## src/rtl/reg_wb_queue_pkg.sv

```systemverilog
// reg_wb_queue_pkg: shared widths, encodings and entry type for the writeback queue
//   REG_W / RADDR_W : register data / address widths
//   WBQ_DEPTH       : default FIFO depth
//   RST_ENABLE      : reset level (active-low)
//   wb_ent_t        : one pending regfile write {addr, data}
package reg_wb_queue_pkg;
    localparam int REG_W = 32;
    localparam int RADDR_W = 5;
    localparam int WBQ_DEPTH = 4;
    localparam logic RST_ENABLE = 1'b0;
    localparam logic WRITE_ENABLE = 1'b1;
    localparam logic WRITE_DISABLE = 1'b0;
    localparam logic [REG_W-1:0] ZERO_WORD = '0;
    typedef logic [REG_W-1:0] reg_t;
    typedef logic [RADDR_W-1:0] raddr_t;
    typedef struct packed {
        raddr_t addr;
        reg_t   data;
    } wb_ent_t;
endpackage

```

## src/rtl/reg_wb_queue_if.sv

```systemverilog
// reg_wb_queue_if: producer handshakes, regfile write port and status of the writeback queue
//   alu_* / mem_* : valid/ready result channels from ALU and load unit
//   we/waddr/wdata: registered regfile write port
//   count/empty   : FIFO occupancy
//   byp_*         : bypass lookup, present only with WBQ_BYPASS_EN
//   slave modport : the queue; master modport: its environment
interface reg_wb_queue_if #(
    parameter int DEPTH = reg_wb_queue_pkg::WBQ_DEPTH
);
    import reg_wb_queue_pkg::*;
    localparam int CNT_W = $clog2(DEPTH) + 1;
    logic             alu_valid;
    logic             alu_ready;
    raddr_t           alu_waddr;
    reg_t             alu_wdata;
    logic             mem_valid;
    logic             mem_ready;
    raddr_t           mem_waddr;
    reg_t             mem_wdata;
    logic             we;
    raddr_t           waddr;
    reg_t             wdata;
    logic [CNT_W-1:0] count;
    logic             empty;
`ifdef WBQ_BYPASS_EN
    raddr_t           byp_raddr;
    logic             byp_hit;
    reg_t             byp_data;
`endif
    modport slave (
        input  alu_valid, alu_waddr, alu_wdata, mem_valid, mem_waddr, mem_wdata,
`ifdef WBQ_BYPASS_EN
        input  byp_raddr,
        output byp_hit, byp_data,
`endif
        output alu_ready, mem_ready, we, waddr, wdata, count, empty
    );
    modport master (
        output alu_valid, alu_waddr, alu_wdata, mem_valid, mem_waddr, mem_wdata,
`ifdef WBQ_BYPASS_EN
        output byp_raddr,
        input  byp_hit, byp_data,
`endif
        input  alu_ready, mem_ready, we, waddr, wdata, count, empty
    );
endinterface

```

## src/rtl/reg_wb_queue_fifo.sv

```systemverilog
// reg_wb_queue_fifo: in-order entry store with up to two pushes and one pop per cycle
//   clk, rst        : clock, synchronous active-low reset
//   i_push0/i_ent0  : first (older) entry pushed this cycle
//   i_push1/i_ent1  : second entry, only together with i_push0
//   i_pop           : remove head
//   o_head/o_count  : head entry and occupancy
//   o_ents/o_rd_ptr : raw storage and read pointer for bypass lookup (WBQ_BYPASS_EN only)
module reg_wb_queue_fifo
    import reg_wb_queue_pkg::*;
#(
    parameter int DEPTH = WBQ_DEPTH,
    localparam int PTR_W = $clog2(DEPTH),
    localparam int CNT_W = PTR_W + 1
) (
    input  logic             clk,
    input  logic             rst,
    input  logic             i_push0,
    input  wb_ent_t          i_ent0,
    input  logic             i_push1,
    input  wb_ent_t          i_ent1,
    input  logic             i_pop,
`ifdef WBQ_BYPASS_EN
    output wb_ent_t          o_ents [DEPTH],
    output logic [PTR_W-1:0] o_rd_ptr,
`endif
    output wb_ent_t          o_head,
    output logic [CNT_W-1:0] o_count
);
    logic [PTR_W-1:0] r_wr;
    logic [PTR_W-1:0] r_rd;
    logic [CNT_W-1:0] r_cnt;
    wb_ent_t          r_mem [DEPTH];

    // Storage is not cleared on reset; pointers and count define what is live.
    always_ff @(posedge clk) begin
        if (rst == RST_ENABLE) begin
            r_wr  <= '0;
            r_rd  <= '0;
            r_cnt <= '0;
        end else begin
            if (i_push0) r_mem[r_wr] <= i_ent0;
            if (i_push1) r_mem[r_wr + PTR_W'(1)] <= i_ent1;
            r_wr  <= r_wr + PTR_W'(i_push0) + PTR_W'(i_push1);
            r_rd  <= r_rd + PTR_W'(i_pop);
            r_cnt <= r_cnt + CNT_W'(i_push0) + CNT_W'(i_push1) - CNT_W'(i_pop);
        end
    end

    assign o_head  = r_mem[r_rd];
    assign o_count = r_cnt;
`ifdef WBQ_BYPASS_EN
    assign o_ents   = r_mem;
    assign o_rd_ptr = r_rd;
`endif
endmodule

```

## src/rtl/reg_wb_queue.sv

```systemverilog
// reg_wb_queue: in-order writeback queue retiring ALU/load results to the regfile, one per cycle
//   clk  : clock, all state on posedge
//   rst  : synchronous reset, active-low
//   bus  : reg_wb_queue_if.slave - ALU/load valid/ready channels, registered we/waddr/wdata,
//          count/empty, and byp_raddr/byp_hit/byp_data when WBQ_BYPASS_EN is defined
//   Macro WBQ_BYPASS_EN: enables combinational youngest-match bypass lookup.
module reg_wb_queue
    import reg_wb_queue_pkg::*;
#(
    parameter int DEPTH = WBQ_DEPTH
) (
    input  logic          clk,
    input  logic          rst,
    reg_wb_queue_if.slave bus
);
    localparam int PTR_W = $clog2(DEPTH);
    localparam int CNT_W = PTR_W + 1;
    localparam logic [CNT_W-1:0] C_M1 = CNT_W'(DEPTH - 1);
    localparam logic [CNT_W-1:0] C_M2 = CNT_W'(DEPTH - 2);

    logic [CNT_W-1:0] w_cnt;
    logic             w_alu_rdy;
    logic             w_mem_rdy;
    logic             w_alu_push;
    logic             w_mem_push;
    logic             w_pop;
    wb_ent_t          w_alu_ent;
    wb_ent_t          w_mem_ent;
    wb_ent_t          w_ent0;
    wb_ent_t          w_head;
    logic             r_we;
    wb_ent_t          r_ent;
`ifdef WBQ_BYPASS_EN
    wb_ent_t          w_ents [DEPTH];
    logic [PTR_W-1:0] w_rd_ptr;
`endif

    // Readiness looks only at the start-of-cycle count, so a same-cycle pop never
    // frees a slot; with one slot left the ALU has priority over the load unit.
    always_comb begin
        w_alu_rdy  = w_cnt <= C_M1;
        w_mem_rdy  = (w_cnt <= C_M2) || (w_cnt == C_M1 && !bus.alu_valid);
        // r0 writes complete the handshake but are dropped here.
        w_alu_push = bus.alu_valid && w_alu_rdy && bus.alu_waddr != '0;
        w_mem_push = bus.mem_valid && w_mem_rdy && bus.mem_waddr != '0;
        w_pop      = w_cnt != '0;
        w_alu_ent  = '{addr: bus.alu_waddr, data: bus.alu_wdata};
        w_mem_ent  = '{addr: bus.mem_waddr, data: bus.mem_wdata};
        // The load result is treated as older, so it takes the first slot.
        w_ent0     = w_mem_push ? w_mem_ent : w_alu_ent;
    end

    reg_wb_queue_fifo #(.DEPTH(DEPTH)) u_fifo (
        .clk      (clk),
        .rst      (rst),
        .i_push0  (w_mem_push || w_alu_push),
        .i_ent0   (w_ent0),
        .i_push1  (w_mem_push && w_alu_push),
        .i_ent1   (w_alu_ent),
        .i_pop    (w_pop),
`ifdef WBQ_BYPASS_EN
        .o_ents   (w_ents),
        .o_rd_ptr (w_rd_ptr),
`endif
        .o_head   (w_head),
        .o_count  (w_cnt)
    );

    always_ff @(posedge clk) begin
        if (rst == RST_ENABLE) begin
            r_we  <= WRITE_DISABLE;
            r_ent <= '0;
        end else begin
            r_we  <= w_pop ? WRITE_ENABLE : WRITE_DISABLE;
            r_ent <= w_pop ? w_head : '0;
        end
    end

    assign bus.alu_ready = w_alu_rdy;
    assign bus.mem_ready = w_mem_rdy;
    assign bus.we        = r_we;
    assign bus.waddr     = r_ent.addr;
    assign bus.wdata     = r_ent.data;
    assign bus.count     = w_cnt;
    assign bus.empty     = w_cnt == '0;

`ifdef WBQ_BYPASS_EN
    // Scan oldest to youngest (output register first, then FIFO from the head)
    // so the last match found is the youngest.
    always_comb begin
        bus.byp_hit  = 1'b0;
        bus.byp_data = ZERO_WORD;
        if (bus.byp_raddr != '0) begin
            if (r_we && r_ent.addr == bus.byp_raddr) begin
                bus.byp_hit  = 1'b1;
                bus.byp_data = r_ent.data;
            end
            for (int i = 0; i < DEPTH; i++) begin
                if (CNT_W'(i) < w_cnt && w_ents[w_rd_ptr + PTR_W'(i)].addr == bus.byp_raddr) begin
                    bus.byp_hit  = 1'b1;
                    bus.byp_data = w_ents[w_rd_ptr + PTR_W'(i)].data;
                end
            end
        end
    end
`endif
endmodule

```

## src/flat_wrapper.sv

```systemverilog
// flat-port wrapper written by rule: the top's interface ports become plain ports
module reg_wb_queue_flat import reg_wb_queue_pkg::*;
#(
    parameter int DEPTH = WBQ_DEPTH
)
  (clk, rst, bus_alu_valid, bus_alu_waddr, bus_alu_wdata, bus_mem_valid, bus_mem_waddr, bus_mem_wdata, bus_alu_ready, bus_mem_ready, bus_we, bus_waddr, bus_wdata, bus_count, bus_empty);
  reg_wb_queue_if #(.DEPTH(DEPTH)) bus_i ();
  input  logic clk;
  input  logic rst;
  input wire logic [$bits(bus_i.alu_valid)-1:0] bus_alu_valid;
  input wire logic [$bits(bus_i.alu_waddr)-1:0] bus_alu_waddr;
  input wire logic [$bits(bus_i.alu_wdata)-1:0] bus_alu_wdata;
  input wire logic [$bits(bus_i.mem_valid)-1:0] bus_mem_valid;
  input wire logic [$bits(bus_i.mem_waddr)-1:0] bus_mem_waddr;
  input wire logic [$bits(bus_i.mem_wdata)-1:0] bus_mem_wdata;
  output wire logic [$bits(bus_i.alu_ready)-1:0] bus_alu_ready;
  output wire logic [$bits(bus_i.mem_ready)-1:0] bus_mem_ready;
  output wire logic [$bits(bus_i.we)-1:0] bus_we;
  output wire logic [$bits(bus_i.waddr)-1:0] bus_waddr;
  output wire logic [$bits(bus_i.wdata)-1:0] bus_wdata;
  output wire logic [$bits(bus_i.count)-1:0] bus_count;
  output wire logic [$bits(bus_i.empty)-1:0] bus_empty;
  assign bus_i.alu_valid = bus_alu_valid;
  assign bus_i.alu_waddr = bus_alu_waddr;
  assign bus_i.alu_wdata = bus_alu_wdata;
  assign bus_i.mem_valid = bus_mem_valid;
  assign bus_i.mem_waddr = bus_mem_waddr;
  assign bus_i.mem_wdata = bus_mem_wdata;
  assign bus_alu_ready = bus_i.alu_ready;
  assign bus_mem_ready = bus_i.mem_ready;
  assign bus_we = bus_i.we;
  assign bus_waddr = bus_i.waddr;
  assign bus_wdata = bus_i.wdata;
  assign bus_count = bus_i.count;
  assign bus_empty = bus_i.empty;
  reg_wb_queue #(.DEPTH(DEPTH)) u_core (.clk(clk), .rst(rst), .bus(bus_i));
endmodule
```

## config.mk

```make
export PLATFORM = sky130hd
export DESIGN_NAME = reg_wb_queue_flat
export DESIGN_NICKNAME = d
export VERILOG_FILES = /design/src/rtl/reg_wb_queue_pkg.sv /design/src/rtl/reg_wb_queue_if.sv /design/src/rtl/reg_wb_queue_fifo.sv /design/src/rtl/reg_wb_queue.sv /design/src/flat_wrapper.sv
export SDC_FILE = /design/constraint.sdc
export NUM_CORES = 1
export LEC_CHECK = 0
export BUFFER_PORTS_ARGS = -buffer_cell sky130_fd_sc_hd__buf_2
export CORE_MARGIN = 2
export CORE_UTILIZATION = 58
export CTS_CLUSTER_DIAMETER = 80
export DETAILED_ROUTE_END_ITERATION = 16
export PLACE_DENSITY = 0.81
export SETUP_SLACK_MARGIN = 0.02
export SKIP_CTS_REPAIR_TIMING = 1
export SLEW_MARGIN = 20
export SYNTH_ARGS = -nofsm -noshare
export SYNTH_HDL_FRONTEND = slang
export SYNTH_HIERARCHICAL = 1
export SYNTH_SLANG_ARGS = --single-unit
```

## constraint.sdc

```tcl
create_clock -name clk -period 7 [get_ports clk]
set_input_delay 1.4 -clock clk [delete_from_list [all_inputs] [get_ports clk]]
set_output_delay 1.4 -clock clk [all_outputs]
set_load 0.01 [all_outputs]
```

**Yosys cells after proc, flatten, opt, wreduce, memory -nomap -nowiden**

Memories as Yosys holds them, arrays and structs flattened. A register that Yosys moved wholly into a read port is not among the register bits.
Index checks and enable logic that the tools add are counted.

- Register bits: 8
- Bits in latches: 0
- RAM bits: 148
- Memory bits (read-only): 0
- Output and inout port bits: 44
- Logic and storage cells: 38
- Memories kept: 1

Memory list:

| name | depth | bits a word | rd ports | clocked after Yosys merged registers in | write ports | RTL line | RTL |
|---|---|---|---|---|---|---|---|
| u_core.u_fifo.r_mem | 4 | 37 | 1 | 1 | 2 | reg_wb_queue_fifo.sv:32 | `wb_ent_t r_mem [DEPTH];` |

- Add/subtract/negate cells: 7
- $mul: 0
- Divide/modulo/power cells: 0
- Magnitude comparators: 2
- Equality and inequality tests: 1
- Shift-type cells: 0
- Multiplexer cells: 8
- Bitwise gates (word level): 0
- Reduce and logical (&&, ||, !) cells: 15

Operator list:

| kind | number |
|---|---|
| $mux W37 | 1 |
| $reduce_bool A5 Y1 | 2 |
| $mux W1 | 7 |
| $add A2 B1 Y2 | 3 |
| $add A3 B1 Y3 | 2 |
| $le A3 B2 Y1 const B | 2 |
| $logic_and A1 B1 Y1 | 6 |
| $eq A3 B2 Y1 const B | 1 |
| $logic_not A3 Y1 | 1 |
| $reduce_bool A3 Y1 | 1 |
| $sub A3 B1 Y3 | 1 |
| $add A2 B1 Y2 const B | 1 |
| $logic_not A1 Y1 | 2 |
| $logic_or A1 B1 Y1 | 2 |
| $reduce_and A2 Y1 | 1 |

**Logic depth before layout (Yosys ltp)**

- Depth after elaboration: 9
- Mapped depth: 13
- Gate-level depth less buffers: 10

**Cells and area by module**

The synthesis kept the hierarchy.

By module, submodules not included:

| module | times used | cells an instance | area an instance (um^2) |
|---|---|---|---|
| reg_wb_queue_fifo | 1 | 399 | 7,905.1 |
| reg_wb_queue | 1 | 135 | 1,575.3 |

**Worst setup path before layout**

Ideal clock, no wire load.

- Kind: input -> register
- From: in bus_alu_valid
- To: mem u_core/u_fifo/r_mem[0][0] (netlist name), enable pin
- Setup time: 0.488 ns
- Arrival time: 5.576 ns
- Path slack: 0.936 ns
- Cell stages on the path: 7
- Cell sequence: a31oi_1 o211ai_2 buf_6 buf_8 nand2_1 or3b_2 a21boi_0

RTL lines:

| what | RTL line | RTL |
|---|---|---|
| start: declaration | flat_wrapper.sv:10 | `input wire logic [$bits(bus_i.alu_valid)-1:0] bus_alu_valid;` |
| end: declaration | reg_wb_queue_fifo.sv:32 |  |

==> summary.md <==
| Metric | Value |
|---|---|
| Outcome | `complete, no violations` |
| Final hold vios | `0` |
| DRT Pass-1 Iters | `4` |
| Mapped Cells | `534` |
| VDD IR-drop max | `0.000259 V` |
| Clk sink count | `approximately 190` |
| Reg2reg start | `u_core/u_fifo/o_count[1]$_SDFF_PN0_` |
| Final nets | `729` |
| Critical path type | `in2reg` |
| Skew final | `6.99 ps` |
| CP Launch Point | `bus_alu_valid` |
| Die area | `17400 um^2` |
| Final RePlAce weighted congestion | `about 0.75` |
| Die W | `132 um` |
| Vias in the first global route | `around 5600` |
| Initial DRC count | `~450` |
| Final Hold Slack | `684 ps` |
| WL per Instance | `22.3 um` |
| Tmin final | `between 3000 and 4000 ps` |
| Post-route clock period utilization | `53.7%` |
| Worst r2r path cells | `5` |
| Hold path cells | `2` |
| DP Wirelength | `11500 um` |
| Critical Path RT | `around 7100 ps` |
| Hold Crit Class | `reg2reg` |
| # DRC | `0` |
| Footprint of the multi-input gates | `3830 um^2` |
| Max-slew headroom | `26.0%` |
| RSZ-0062 raised after global routing | `false` |
| Hold Startpoint | `u_core/u_fifo/r_mem[2][16]$_DFFE_PP_` |
| CTS Buf Count | `17` |
| Diodes inserted | `0` |
| DRT Wirelength | `between 15000 and 20000 um` |
| Largest net degree at the start of global routing | `54` |
| Register Area | `about 5400 um^2` |
| Synth area leaders | `edfxtp_1, mux2_2, mux2_4, dfxtp_1, mux4_2` |
| FF-to-FF setup slack | `between 3000 and 4000 ps` |
| Mapped Nets | `617` |
| Area delta synth->final | `13.1%` |
| Yosys warns | `6` |
| CTS max path bufs | `2` |
| Synth Register Bits | `193` |
| Post-route ant nets | `0` |
| Most frequent cells in the layout | `edfxtp_1, buf_2, mux2_2, mux2_4, dfxtp_1` |
| Max-slew violation count | `0` |
| Latest clock arrival within the worst-skew pair | `430 ps` |
| Lkg Pwr | `4.26 nW` |
| Fill count | `1085` |
| PortBufs | `121` |
| FMAX | `around 0.27 GHz` |
| GRT overflow | `0` |
| Root Buffer | `clkbuf_16` |
| Share of cells above drive strength 1 | `58.9%` |
| Type of origin of the critical path | `primary input` |
| Worst hold endpoint | `u_core/bus.wdata[16]$_SDFF_PN0_` |
| Crit path DAT | `3800 ps` |
| Post-synthesis cell area | `9480 um^2` |
| Core area | `15900 um^2` |
| Total of max-cap violations | `0` |
| Yosys cell types | `36` |
| Syn avg cell area | `17.8 um^2` |
| Crit end category | `flop` |
| Area share of the largest cell type after synthesis | `46.9%` |
| Commonest non-fill, non-tap cell in the layout | `edfxtp_1` |
| Worst slew pin tran | `1110 ps` |
| Max FO, Critical Path | `37` |
| Row Count | `46` |
| Initial antenna violation count | `0` |
| Starting Density | `59.5%` |
| Via-to-Cell Ratio | `5.94` |
| CTS tree | `built` |
| First-pass GRT wire length | `31000 um` |
| Register area share after synthesis | `56.4%` |
| Die height | `132 um` |
| DR vias | `between 5000 and 6000` |
| Total track usage | `a little under a quarter` |
| Setup violators final | `0` |
| Final TNS setup | `0 ps` |
| PwrDens | `351 nW/um^2` |
| FF-to-FF End | `u_core/u_fifo/r_mem[3][10]$_DFFE_PP_` |
| Area leader, netlist | `edfxtp_1` |
| Clk slew on worst S/H paths | `60 ps` |
| Top Ports | `122` |
| H-Tree Depth | `4` |
state kept, by name, summed over array words and instances (netlist names):
register / flops
u_core/u_fifo/r_wr: 2
u_core/u_fifo/o_count: 3
u_core/bus.we: 1
u_core/u_fifo/r_mem: 148
u_core/u_fifo/r_rd: 2
u_core/bus.wdata: 32
u_core/bus.waddr: 5
logic make-up (layout without fill, tap and decap cells):
logic type,count (synthesis),after routing,synth area share (%)
flip-flops,193,193,56.4
AO/OA/AOI/OAI,5,5,0.436
AND/OR/NAND/NOR,60,60,4.29
XOR/XNOR,3,3,0.422
buffers and inverters,45,170,3.66
multiplexers,223,223,33.9
adder cells (fa/ha/maj),5,5,0.897
critical path, cell delays in order:
cell and delay, ps:
buf_2 110, a31oi_1 300, o211ai_4 130, nor2_1 560
mux2i_1 240, and3b_2 1040
per-stage QoR:
stage / instance area [um^2] / setup WS (ps) / instances / total power [W] / utilization, %
5_1_grt: 10700 / 3020 / 875 / 0.00393 / 67.3
2_1_floorplan: 9480 / 936 / 534 / 0.00254 / -
3_5_place_dp: 10200 / 2790 / 843 / 0.00286 / 63.7
3_3_place_gp: 10200 / 2910 / 843 / 0.00281 / 63.7
6_report: 10700 / 3240 / 875 / 0.00376 / 67.3
4_1_cts: 10700 / 3240 / 875 / 0.00378 / 67.3
cells in the mapped netlist, drive strengths merged:
library cell / n
mux2: 185
edfxtp: 148
dfxtp: 45
and3: 37
mux4: 37
buf: 29
clkbuf: 10
and2: 8
inv: 6
fa: 3
a21boi: 2
ha: 2
nand3b: 2
nand4b: 2
o211ai: 2
or4: 2
xor2: 2
a31oi: 1
and3b: 1
and4bb: 1
mux2i: 1
nand2: 1
nand3: 1
nand4: 1
nor2: 1
nor3b: 1
or3: 1
or3b: 1
xnor3: 1
how the worst max path moves through the flow:
| stage | endpoint | depth (start not counted) |
|---|---|---|
| 3_3_place_gp | u_core/u_fifo/o_count[2]$_SDFF_PN0_ | 11 |
| 6_report | u_core/u_fifo/r_mem[3][10]$_DFFE_PP_ | 6 |
| 4_1_cts | u_core/u_fifo/r_mem[3][11]$_DFFE_PP_ | 6 |
| 2_1_floorplan | u_core/u_fifo/r_mem[0][0]$_DFFE_PP_ | 7 |
| 5_1_grt | u_core/u_fifo/r_mem[3][11]$_DFFE_PP_ | 6 |
| 3_5_place_dp | u_core/u_fifo/o_count[2]$_SDFF_PN0_ | 11 |
routing by layer:
layer / vias up / share of wire (%) / global-route usage [%]
met4: 0 / 1.7 / 7.43
met2: 171 / 52 / 40.9
met3: 30 / 5.0 / 4.19
met5: - / 0 / 0
met1: 2668 / 41 / 29.7
li1: 2326 / - / -
cell type report:
cell class	instances	area share [%]
well taps	216	2.52
flip-flops and latches	193	49.9
clock buffers	26	4.75
repair buffers	132	6.42
multi-input cells	296	35.7
inverters	6	0.210
clock inverters	6	0.525
power by group:
part / switching [W] / total [W] / internal [W] / leakage (nW)
clock: 0.000393 / 0.000929 / 0.000535 / 0.278
combinational: 0.000499 / 0.00112 / 0.000625 / 2.26
sequential: 0.000171 / 0.00171 / 0.00154 / 1.72
total: 0.00106 / 0.00376 / 0.00270 / 4.26
Power figures use the tool's default switching activity.
